File: config.mk
export PLATFORM = sky130hd
export DESIGN_NAME = fir_int2_flat
export DESIGN_NICKNAME = d
export VERILOG_FILES = /design/src/rtl/fir_int2_pkg.sv /design/src/rtl/fir_int2_if.sv /design/src/rtl/fir_int2_mac.sv /design/src/rtl/fir_int2.sv /design/src/flat_wrapper.sv
export SDC_FILE = /design/constraint.sdc
export NUM_CORES = 1
export LEC_CHECK = 0
export CAP_MARGIN = 10
export CORE_MARGIN = 2
export CORE_UTILIZATION = 45
export DETAILED_ROUTE_END_ITERATION = 8
export REMOVE_ABC_BUFFERS = 1
export SKIP_CTS_REPAIR_TIMING = 1
export SYNTH_ARGS = -nofsm -noshare
export SYNTH_HDL_FRONTEND = slang
export SYNTH_SLANG_ARGS = --single-unit
File: constraint.sdc
create_clock -name clk -period 5.4 [get_ports clk]
set_input_delay 0.81 -clock clk [delete_from_list [all_inputs] [get_ports clk]]
set_output_delay 0.81 -clock clk [all_outputs]
set_load 0.01 [all_outputs]
File: src/rtl/fir_int2_pkg.sv
// Shared types and arithmetic helpers for the FIR family (interpolator and 4-tap decimator).
package fir_pkg;

    localparam int unsigned W_IN_DEF   = 8;
    localparam int unsigned GUARD_BITS = 4;
    // Working width for the shared helpers; callers sign-extend into it and truncate back out.
    localparam int unsigned W_FN       = 32;

    typedef enum logic [1:0] {
        S_IN   = 2'd0,
        S_CALC = 2'd1,
        S_A    = 2'd2,
        S_B    = 2'd3
    } state_e;

    // 3.75*t as 2t + t + t/2 + t/4, each term floored toward -inf.
    function automatic logic signed [W_FN-1:0] shift_add_375(input logic signed [W_FN-1:0] t);
        return (t <<< 1) + t + (t >>> 1) + (t >>> 2);
    endfunction

endpackage

File: src/rtl/fir_int2_if.sv
// Input/output streaming bus of the interpolate-by-2 FIR.
// Optional port hold exists only when FIR_INT2_HOLD_EN is defined.
interface fir_int2_if
    import fir_pkg::*;
#(
    parameter int unsigned W_IN  = W_IN_DEF,
    parameter int unsigned W_OUT = W_IN + GUARD_BITS
) ();

    logic signed [W_IN-1:0]  x;
    logic                    x_valid;
    logic                    x_ready;
    logic signed [W_OUT-1:0] y;
    logic                    y_valid;
    logic                    y_ready;
    logic                    y_phase;
`ifdef FIR_INT2_HOLD_EN
    logic                    hold;
`endif

    // Upstream producer / downstream consumer side
    modport master (
        output x, x_valid, y_ready,
`ifdef FIR_INT2_HOLD_EN
        output hold,
`endif
        input  x_ready, y, y_valid, y_phase
    );

    // Filter side
    modport slave (
        input  x, x_valid, y_ready,
`ifdef FIR_INT2_HOLD_EN
        input  hold,
`endif
        output x_ready, y, y_valid, y_phase
    );

endinterface

File: src/rtl/fir_int2_mac.sv
// Combinational phase A / phase B computation from the four taps.
module fir_int2_mac
    import fir_pkg::*;
#(
    parameter int unsigned W_IN  = W_IN_DEF,
    parameter int unsigned W_OUT = W_IN + GUARD_BITS
) (
    input  logic signed [W_IN-1:0]  t0,
    input  logic signed [W_IN-1:0]  t1,
    input  logic signed [W_IN-1:0]  t2,
    input  logic signed [W_IN-1:0]  t3,
    output logic signed [W_OUT-1:0] a_c,
    output logic signed [W_OUT-1:0] b_c
);

    logic signed [W_FN-1:0] e0, e1, e2, e3;
    logic signed [W_FN-1:0] a_w, b_w;

    // Sign-extend, apply [-1 3.75 3.75 -1] and 5.5*t1, then narrow (results always fit W_OUT).
    always_comb begin
        e0  = W_FN'(t0);
        e1  = W_FN'(t1);
        e2  = W_FN'(t2);
        e3  = W_FN'(t3);
        a_w = shift_add_375(e1) + shift_add_375(e2) - e0 - e3;
        b_w = (e1 <<< 2) + e1 + (e1 >>> 1);
        a_c = W_OUT'(a_w);
        b_c = W_OUT'(b_w);
    end

endmodule

File: src/rtl/fir_int2.sv
// Polyphase interpolate-by-2 FIR: each accepted sample yields phase A then phase B.
// Optional zero-order-hold mode enabled by FIR_INT2_HOLD_EN.
module fir_int2
    import fir_pkg::*;
#(
    parameter int unsigned W_IN  = W_IN_DEF,
    parameter int unsigned W_OUT = W_IN + GUARD_BITS
) (
    input  logic        clk,
    input  logic        reset_n,
    fir_int2_if.slave   bus
);

    state_e                  state_q, state_d;
    logic signed [W_IN-1:0]  tap_q [4];
    logic signed [W_IN-1:0]  tap_d [4];
    logic signed [W_OUT-1:0] y_q, y_d;
    logic signed [W_OUT-1:0] b_hold_q, b_hold_d;
    logic                    y_valid_q, y_valid_d;
    logic                    y_phase_q, y_phase_d;
    logic                    x_ready_q, x_ready_d;
    logic signed [W_OUT-1:0] a_c, b_c;

    fir_int2_mac #(.W_IN(W_IN), .W_OUT(W_OUT)) u_mac (
        .t0  (tap_q[0]),
        .t1  (tap_q[1]),
        .t2  (tap_q[2]),
        .t3  (tap_q[3]),
        .a_c (a_c),
        .b_c (b_c)
    );

    // Next-state, tap line and output register computation
    always_comb begin
        state_d   = state_q;
        tap_d     = tap_q;
        y_d       = y_q;
        b_hold_d  = b_hold_q;
        y_valid_d = y_valid_q;
        y_phase_d = y_phase_q;
        unique case (state_q)
            S_IN: begin
                if (bus.x_valid) begin
                    tap_d[3] = tap_q[2];
                    tap_d[2] = tap_q[1];
                    tap_d[1] = tap_q[0];
                    tap_d[0] = bus.x;
                    state_d  = S_CALC;
                end
            end
            S_CALC: begin
`ifdef FIR_INT2_HOLD_EN
                y_d = bus.hold ? b_c : a_c;
`else
                y_d = a_c;
`endif
                b_hold_d  = b_c;
                y_phase_d = 1'b0;
                y_valid_d = 1'b1;
                state_d   = S_A;
            end
            S_A: begin
                if (bus.y_ready) begin
                    y_d       = b_hold_q;
                    y_phase_d = 1'b1;
                    state_d   = S_B;
                end
            end
            S_B: begin
                if (bus.y_ready) begin
                    y_valid_d = 1'b0;
                    y_phase_d = 1'b0;
                    state_d   = S_IN;
                end
            end
            default: state_d = S_IN;
        endcase
        // Registered ready depends only on our own state, never on y_ready combinationally.
        x_ready_d = (state_d == S_IN);
    end

    // State, taps and output registers
    always_ff @(posedge clk or negedge reset_n) begin
        if (!reset_n) begin
            state_q   <= S_IN;
            tap_q     <= '{default: '0};
            y_q       <= '0;
            b_hold_q  <= '0;
            y_valid_q <= 1'b0;
            y_phase_q <= 1'b0;
            x_ready_q <= 1'b1;
        end else begin
            state_q   <= state_d;
            tap_q     <= tap_d;
            y_q       <= y_d;
            b_hold_q  <= b_hold_d;
            y_valid_q <= y_valid_d;
            y_phase_q <= y_phase_d;
            x_ready_q <= x_ready_d;
        end
    end

    assign bus.x_ready = x_ready_q;
    assign bus.y       = y_q;
    assign bus.y_valid = y_valid_q;
    assign bus.y_phase = y_phase_q;

endmodule

File: src/flat_wrapper.sv
// flat-port wrapper written by rule: the top's interface ports become plain ports
module fir_int2_flat import fir_pkg::*;
#(
    parameter int unsigned W_IN  = W_IN_DEF,
    parameter int unsigned W_OUT = W_IN + GUARD_BITS
)
  (clk, reset_n, bus_x, bus_x_valid, bus_y_ready, bus_x_ready, bus_y, bus_y_valid, bus_y_phase);
  fir_int2_if #(.W_IN(W_IN), .W_OUT(W_OUT)) bus_i ();
  input  logic clk;
  input  logic reset_n;
  input wire logic [$bits(bus_i.x)-1:0] bus_x;
  input wire logic [$bits(bus_i.x_valid)-1:0] bus_x_valid;
  input wire logic [$bits(bus_i.y_ready)-1:0] bus_y_ready;
  output wire logic [$bits(bus_i.x_ready)-1:0] bus_x_ready;
  output wire logic [$bits(bus_i.y)-1:0] bus_y;
  output wire logic [$bits(bus_i.y_valid)-1:0] bus_y_valid;
  output wire logic [$bits(bus_i.y_phase)-1:0] bus_y_phase;
  assign bus_i.x = bus_x;
  assign bus_i.x_valid = bus_x_valid;
  assign bus_i.y_ready = bus_y_ready;
  assign bus_x_ready = bus_i.x_ready;
  assign bus_y = bus_i.y;
  assign bus_y_valid = bus_i.y_valid;
  assign bus_y_phase = bus_i.y_phase;
  fir_int2 #(.W_IN(W_IN), .W_OUT(W_OUT)) u_core (.clk(clk), .reset_n(reset_n), .bus(bus_i));
endmodule
==> impl_results.md, run 1 <==
* Status: completed
* CP dominant cell by count: fa_1
* Fillers at a little under 1000
* Crit. Startpoint: u_core.tap_q[19]$_DFFE_PN0P_
* Arrival time worst endpoint at about 5200 ps
* Xor/xnor cell area share of the yosys netlist at under 10%
* Seq/Total Area, Yosys at between 30% and 40%
* Post-Synthesis Cells at 470
* Post-Route WL at between 9000 and 10000 um
* Multiplexer share of the synthesized area at around 4.1%
* Worst Max-Slew Pin Slew at between 900 and 1000 ps
* DRT iter0 DRCs at ~100
* Slew Limit Headroom at roughly two fifths
* First-pass GRT wire length at 16100 um
* Die Span Y at 108 um
* First drt pass iteration count at 4
* R2R Path End: u_core.bus.y[10]$_DFFE_PN0P_
* Critical path, cell by cell: fa_1 -> fa_1 -> fa_1 -> fa_1 -> inv_1 -> fa_1 -> inv_1 -> ha_1 -> inv_1 -> fa_1 -> nor2b_1 -> o21ai_1 -> a21boi_1 -> o21ba_1 -> nor3_1 -> o31ai_1
* Crit path to: u_core.bus.y[10]$_DFFE_PN0P_
* Total number of vias at approximately 3300
* Max cap viols at 0
* Top delay family on crit path: adder cells
* WL/cell at 14.4 um
* Crit Path Class: reg2reg
* FF-to-FF Start: u_core.tap_q[19]$_DFFE_PN0P_
* CP max FO at 9
* Hold WS at ~470 ps
* GRT Total Usage at roughly 18%
* Final setup violation count at 0
* Commonest non-fill, non-tap cell in the layout: inv_1
* DP HPWL at about 7000 um
* Reg clk slew, reported paths at approximately 70 ps
* CTS tree: yes
* FFs w/ async S/R, synth at 100%
* I/O Buffers at 26
* Clock Tree Buf Depth at 2
* Starting Density at between 40% and 50%
* Clk_skew at roughly 7.7 ps
* Hold Vio Cnt, Final at 0
* Met3 wire length at between 200 and 300 um
* Max stage delay on crit path at approximately 650 ps
* Minimum clock period after layout at around 5000 ps
* Unique cell type count in the Yosys netlist at 42
* Antenna violations before repair at 0
* Final nets at about 600
* Worst path bufs/invs at 3
* Area grow syn2layout at 13.2%
* Die Wd at ~110 um
* DRC errors left at 0
* FF-to-FF path depth at 16
* Final WS setup at approximately 420 ps
* Count of final max-slew check failures at 0
* Most frequent cells in the layout: inv_1 (71), nand2_1 (64), fa_1 (60), dfrtp_1 (60), ha_1 (38)
* Synth Area in Simple Gates at a little under a tenth
* CTS Buf Count at 9
* Clk root buf: clkbuf_8
* Post-Syn Area at 0.00490 mm2
* Top sig layer: met4
* Top Ports at 27
* H-tree levels at 3
* Number of synthesized register bits at between 60 and 70
* Met2 wire len at between 4000 and 5000 um
* Internal reg-to-reg setup slack at ~420 ps
* Yosys warning count at 0
* Hold path cells at 2
* Startpoint types: register
* Sink Count at 61
* Fmax achieved at 0.201 GHz
* Post-synth EDFFs at 0
* Met1 WL at approximately 4200 um
* DP Worst Slack at roughly 410 ps
* Complex-gate fraction of the synthesized area at around 11%
* Slowest cell on crit path: dfrtp_1
* Hold WC Path Type: reg2reg
* Adder-Cell Fraction of Synth Area at 34.2%
* Routed Antenna Nets at 0
* Core box area at around 0.011 mm2
* Setup TNS at 0 ps
* Die Area at 0.0117 mm2
* Crit share post-route at between 90 and 100%
* Critical path endpoint category: register
* GP Congestion at a little under 0.8
* Required time worst endpoint at roughly 5600 ps
* Critical Path Stages at 16
* Synthesized area per cell at between 10 and 15 um2
* Main combinational cell family by area after synthesis: adder cells
* Share of cells above drive strength 1 at under 10%
* RSZ-0062 raised after global routing: no
* Rows at 38
* Worst-Skew Late Latency at 350 ps
* Main synth FF type: dfrtp_1
* Diodes inserted at 0
* Grt total ovfl at 0
* Vias in the first global route at ~3400
* Largest net degree at the start of global routing at 62
* Routed vias/inst at approximately 5
## state kept, by name, summed over array words and instances (netlist names)
name / count
u_core.b_hold_q: 12
u_core.bus.x_ready: 1
u_core.bus.y: 12
u_core.bus.y_phase: 1
u_core.bus.y_valid: 1
u_core.state_q: 2
u_core.tap_q: 32
## cells by family after synthesis
family	Yosys count
buffers and inverters	87
muxes	18
adders and majority gates	98
and+or+nand+nor	101
xor gates and xnor gates	19
DFF	61
AOI/OAI and AO/OA	86
## worst reg2reg max path, stage by stage (launching register included)
cell and delay [ps]:
dfrtp_1 650, fa_1 530, fa_1 530, fa_1 440, fa_1 540, inv_1 50
fa_1 450, inv_1 90, ha_1 190, inv_1 60, fa_1 410, nor2b_1 140
o21ai_1 90, a21boi_1 250, o21ba_1 180, nor3_1 60, o31ai_1 230
## layer usage
layer / up-vias / track usage (%)
met2: 42 / 29.6
li1: 1569 / -
met3: 14 / 3.86
met1: 1640 / 23.3
met5: - / 0
met4: 0 / 6.41
## layout make-up
class,count,area (um2),area share (%)
Clock buffer,11,151,2.73
Tap cell,140,175,3.16
Sequential cell,61,1530,27.6
Inverter,72,270,4.88
Clock inverter,5,106,1.92
Timing Repair Buffer,28,270,4.88
Multi-Input combinational cell,322,3040,54.9
## per-stage QoR
step / std cells / utilization (%) / area [um2]
6_report: 639 / 51.6 / 5540
3_5_place_dp: 623 / 49.2 / 5280
4_1_cts: 639 / 51.6 / 5540
3_3_place_gp: 623 / 49.2 / 5280
5_1_grt: 639 / 51.6 / 5540
2_1_floorplan: 455 / - / 4830
## Yosys cell counts (3+ instances only)
library cell	number	share of area (%)
nor2_1	7	0.54
ha_1	38	9.7
a21boi_1	3	0.46
clkbuf_1	7	0.54
mux2_1	16	3.7
buf_2	7	0.72
a21oi_1	15	1.5
o31ai_1	4	0.61
nor3_1	5	0.51
nand2_1	64	4.9
a211oi_1	5	0.77
nor2b_1	11	1.4
a31oi_1	8	1.0
inv_1	71	5.4
nand3_1	5	0.51
xnor2_1	13	2.3
o21a_1	6	0.92
dfrtp_1	60	31
a21o_1	3	0.46
xor2_1	6	1.1
fa_1	60	25
o21ai_1	30	3.1
## how the worst min path moves through the flow
stage                                     end  slack [ps]                            from
5_1_grt        u_core.b_hold_q[5]$_DFFE_PN0P_         480  u_core.b_hold_q[5]$_DFFE_PN0P_
4_1_cts        u_core.b_hold_q[5]$_DFFE_PN0P_         470  u_core.b_hold_q[5]$_DFFE_PN0P_
2_1_floorplan  u_core.b_hold_q[5]$_DFFE_PN0P_         440  u_core.b_hold_q[5]$_DFFE_PN0P_
6_report       u_core.b_hold_q[5]$_DFFE_PN0P_         470  u_core.b_hold_q[5]$_DFFE_PN0P_
3_3_place_gp   u_core.b_hold_q[5]$_DFFE_PN0P_         450  u_core.b_hold_q[5]$_DFFE_PN0P_
3_5_place_dp   u_core.b_hold_q[5]$_DFFE_PN0P_         460  u_core.b_hold_q[5]$_DFFE_PN0P_
Power of run 1 is not shown: default switching activity piles up to over one toggle a cycle in this logic, so the estimate is an artifact.
==> run 2, diff against run 1 <==
- CORE_ASPECT_RATIO: unset -> 0.75
- MAX_ROUTING_LAYER: unset -> met4
==> run 2 against run 1 <==
Compared with the run above: utilization increased by 2.0 points; cell count fell by 0.16%; flip-flop and latch count did not move; design area increased by 1.1%; first-iteration DRC count is 58% higher; non-clock buffer count up 3; clock skew decreased by 3.1 ps; via count is 1.1% lower; wire length rose by 1.4%; worst hold slack better by 0.55 ps; largest cell class unchanged.
==> impl_results.md, run 2 (same netlist as run 1, synthesis figures left out) <==
* Share of cells above drive strength 1 at under 10%
* First-pass GRT wire length at between 15000 and 20000 um
* Count of final max-slew check failures at 0
* GRT Total Usage at about 18%
* Starting Density at 46.9%
* Minimum clock period after layout at around 5000 ps
* DRC errors left at 0
* Sink Count at 61
* Total number of vias at roughly 3200
* First drt pass iteration count at 4
* Post-Route WL at 9350 um
* Routed Antenna Nets at 0
* Setup TNS at 0 ps
* DRT iter0 DRCs at 164
* GP Congestion at about 0.78
* Grt total ovfl at 0
* Die Span Y at 94.3 um
* Routed vias/inst at 5.06
* Commonest non-fill, non-tap cell in the layout: inv_1
* Max stage delay on crit path at between 500 and 600 ps
* Reg clk slew, reported paths at 60 ps
* Die Area at 0.0117 mm2
* WL/cell at roughly 15 um
* Arrival time worst endpoint at roughly 5200 ps
* DP Worst Slack at between 400 and 500 ps
* Worst Max-Slew Pin Slew at slightly below 900 ps
* CP dominant cell by count: fa_1
* Hold path startpoint: u_core.b_hold_q[5]$_DFFE_PN0P_
* Max cap viols at 0
* CP max FO at 4
* Non-filler instance count after layout at 638
* Startpoint types: register
* Slowest cell on crit path: fa_1
* Critical path endpoint category: register
* Biggest register: u_core.tap_q
* Critical path, cell by cell: inv_1 -> fa_1 -> inv_1 -> fa_1 -> fa_1 -> fa_1 -> inv_1 -> fa_1 -> inv_1 -> ha_1 -> a21oi_1 -> nand4b_1 -> a21boi_1 -> o21a_1 -> o21a_1 -> o31ai_1
* Final WS setup at about 440 ps
* Fmax achieved at a little over 0.2 GHz
* Cells after DPL at 622
* Clk root buf: clkbuf_16
* Die Wd at about 120 um
* Antenna violations before repair at 0
* Clock Tree Buf Depth at 2
* Top Ports at 27
* Crit. Startpoint: u_core.tap_q[10]$_DFFE_PN0P_
* Hold Vio Cnt, Final at 0
* Slew Limit Headroom at 40.6%
* Final nets at 607
* CTS tree: yes
* DP HPWL at between 7000 and 8000 um
* Required time worst endpoint at approximately 5600 ps
* Crit Path Class: reg2reg
* Crit share post-route at between 90% and 100%
* Largest net degree at the start of global routing at 62
* Core box area at approximately 0.010 mm2
* Status: completed
* Area grow syn2layout at 14.4%
* Worst-Skew Late Latency at ~330 ps
* I/O Buffers at 26
* Hold WS at 471 ps
* FF-to-FF Start: u_core.tap_q[10]$_DFFE_PN0P_
* Final setup violation count at 0
* Hold WC Path Type: reg2reg
* H-tree levels at 3
* Internal reg-to-reg setup slack at ~440 ps
* Vias in the first global route at approximately 3400
* Max reg flops at 32
* Clk_skew at approximately 4.6 ps
* CTS Buf Count at 9
* RSZ-0062 raised after global routing: no
* Rows at 32
* Most frequent cells in the layout: inv_1 (71), nand2_1 (64), fa_1 (60), dfrtp_1 (60), ha_1 (38)
* Diodes inserted at 0
run 2: cell count changes in the layout (fill, tap and decap cells not counted):
cell        delta
clkbuf_16      +9
clkinv_2       +2
clkinvlp_4     +2
buf_4          +3
clkbuf_8      -10
clkinv_4       -1
bufinv_16      -2
run 2: path summary, 6_finish.rpt:
kind	end	depth (start not counted)
setup / recovery	u_core.bus.y[9]$_DFFE_PN0P_	16
hold / removal	u_core.b_hold_q[5]$_DFFE_PN0P_	2
setup reg to reg	u_core.bus.y[9]$_DFFE_PN0P_	16
hold reg to reg	u_core.b_hold_q[5]$_DFFE_PN0P_	2
max in group asynchronous	u_core.tap_q[8]$_DFFE_PN0P_	2
min in group asynchronous	u_core.state_q[1]$_DFF_PN0_	2
run 2: final cells by class:
cell class / count / area, um2
fillers: 928 / 4850
multi-input cells: 322 / 3040
flip-flops and latches: 61 / 1530
repair buffers: 31 / 293
inverters: 72 / 270
clock buffers: 10 / 239
well taps: 136 / 170
clock inverters: 6 / 62.6
run 2: routing by layer:
layer  vias up  track usage (%)  wire [um]
li1       1575                -          -
met1      1601             25.3       4680
met2        42             27.8       4280
met3        10             3.85        283
met4         0             4.78        100
met5         -                -          0
run 2: worst max-delay path, delay by kind of cell (launching register included):
kind | cells | cell delay (ps)
AOI/OAI and AO/OA | 5 | 950
and+or+nand+nor | 1 | 210
adders and majority gates | 6 | 2940
buffers and inverters | 4 | 320
DFF | 1 | 440
run 2: through the flow:
| stage | area (um2) | utilization (%) |
|---|---|---|
| floorplan | 4830 | - |
| global placement | 5300 | 50.7 |
| detailed placement | 5300 | 50.7 |
| CTS | 5600 | 53.6 |
| global route | 5600 | 53.6 |
| finish | 5600 | 53.6 |
Power of run 2 is left out for the same reason.
==> run 3, diff against run 2 <==
- CTS_BUF_LIST: unset -> sky130_fd_sc_hd__clkbuf_4 sky130_fd_sc_hd__clkbuf_8 sky130_fd_sc_hd__clkbuf_16
==> results of run 3 <==
Same layout as run 2: the final DEF is identical, and so are final timing and power.
Power of run 3 is left out for the same reason.
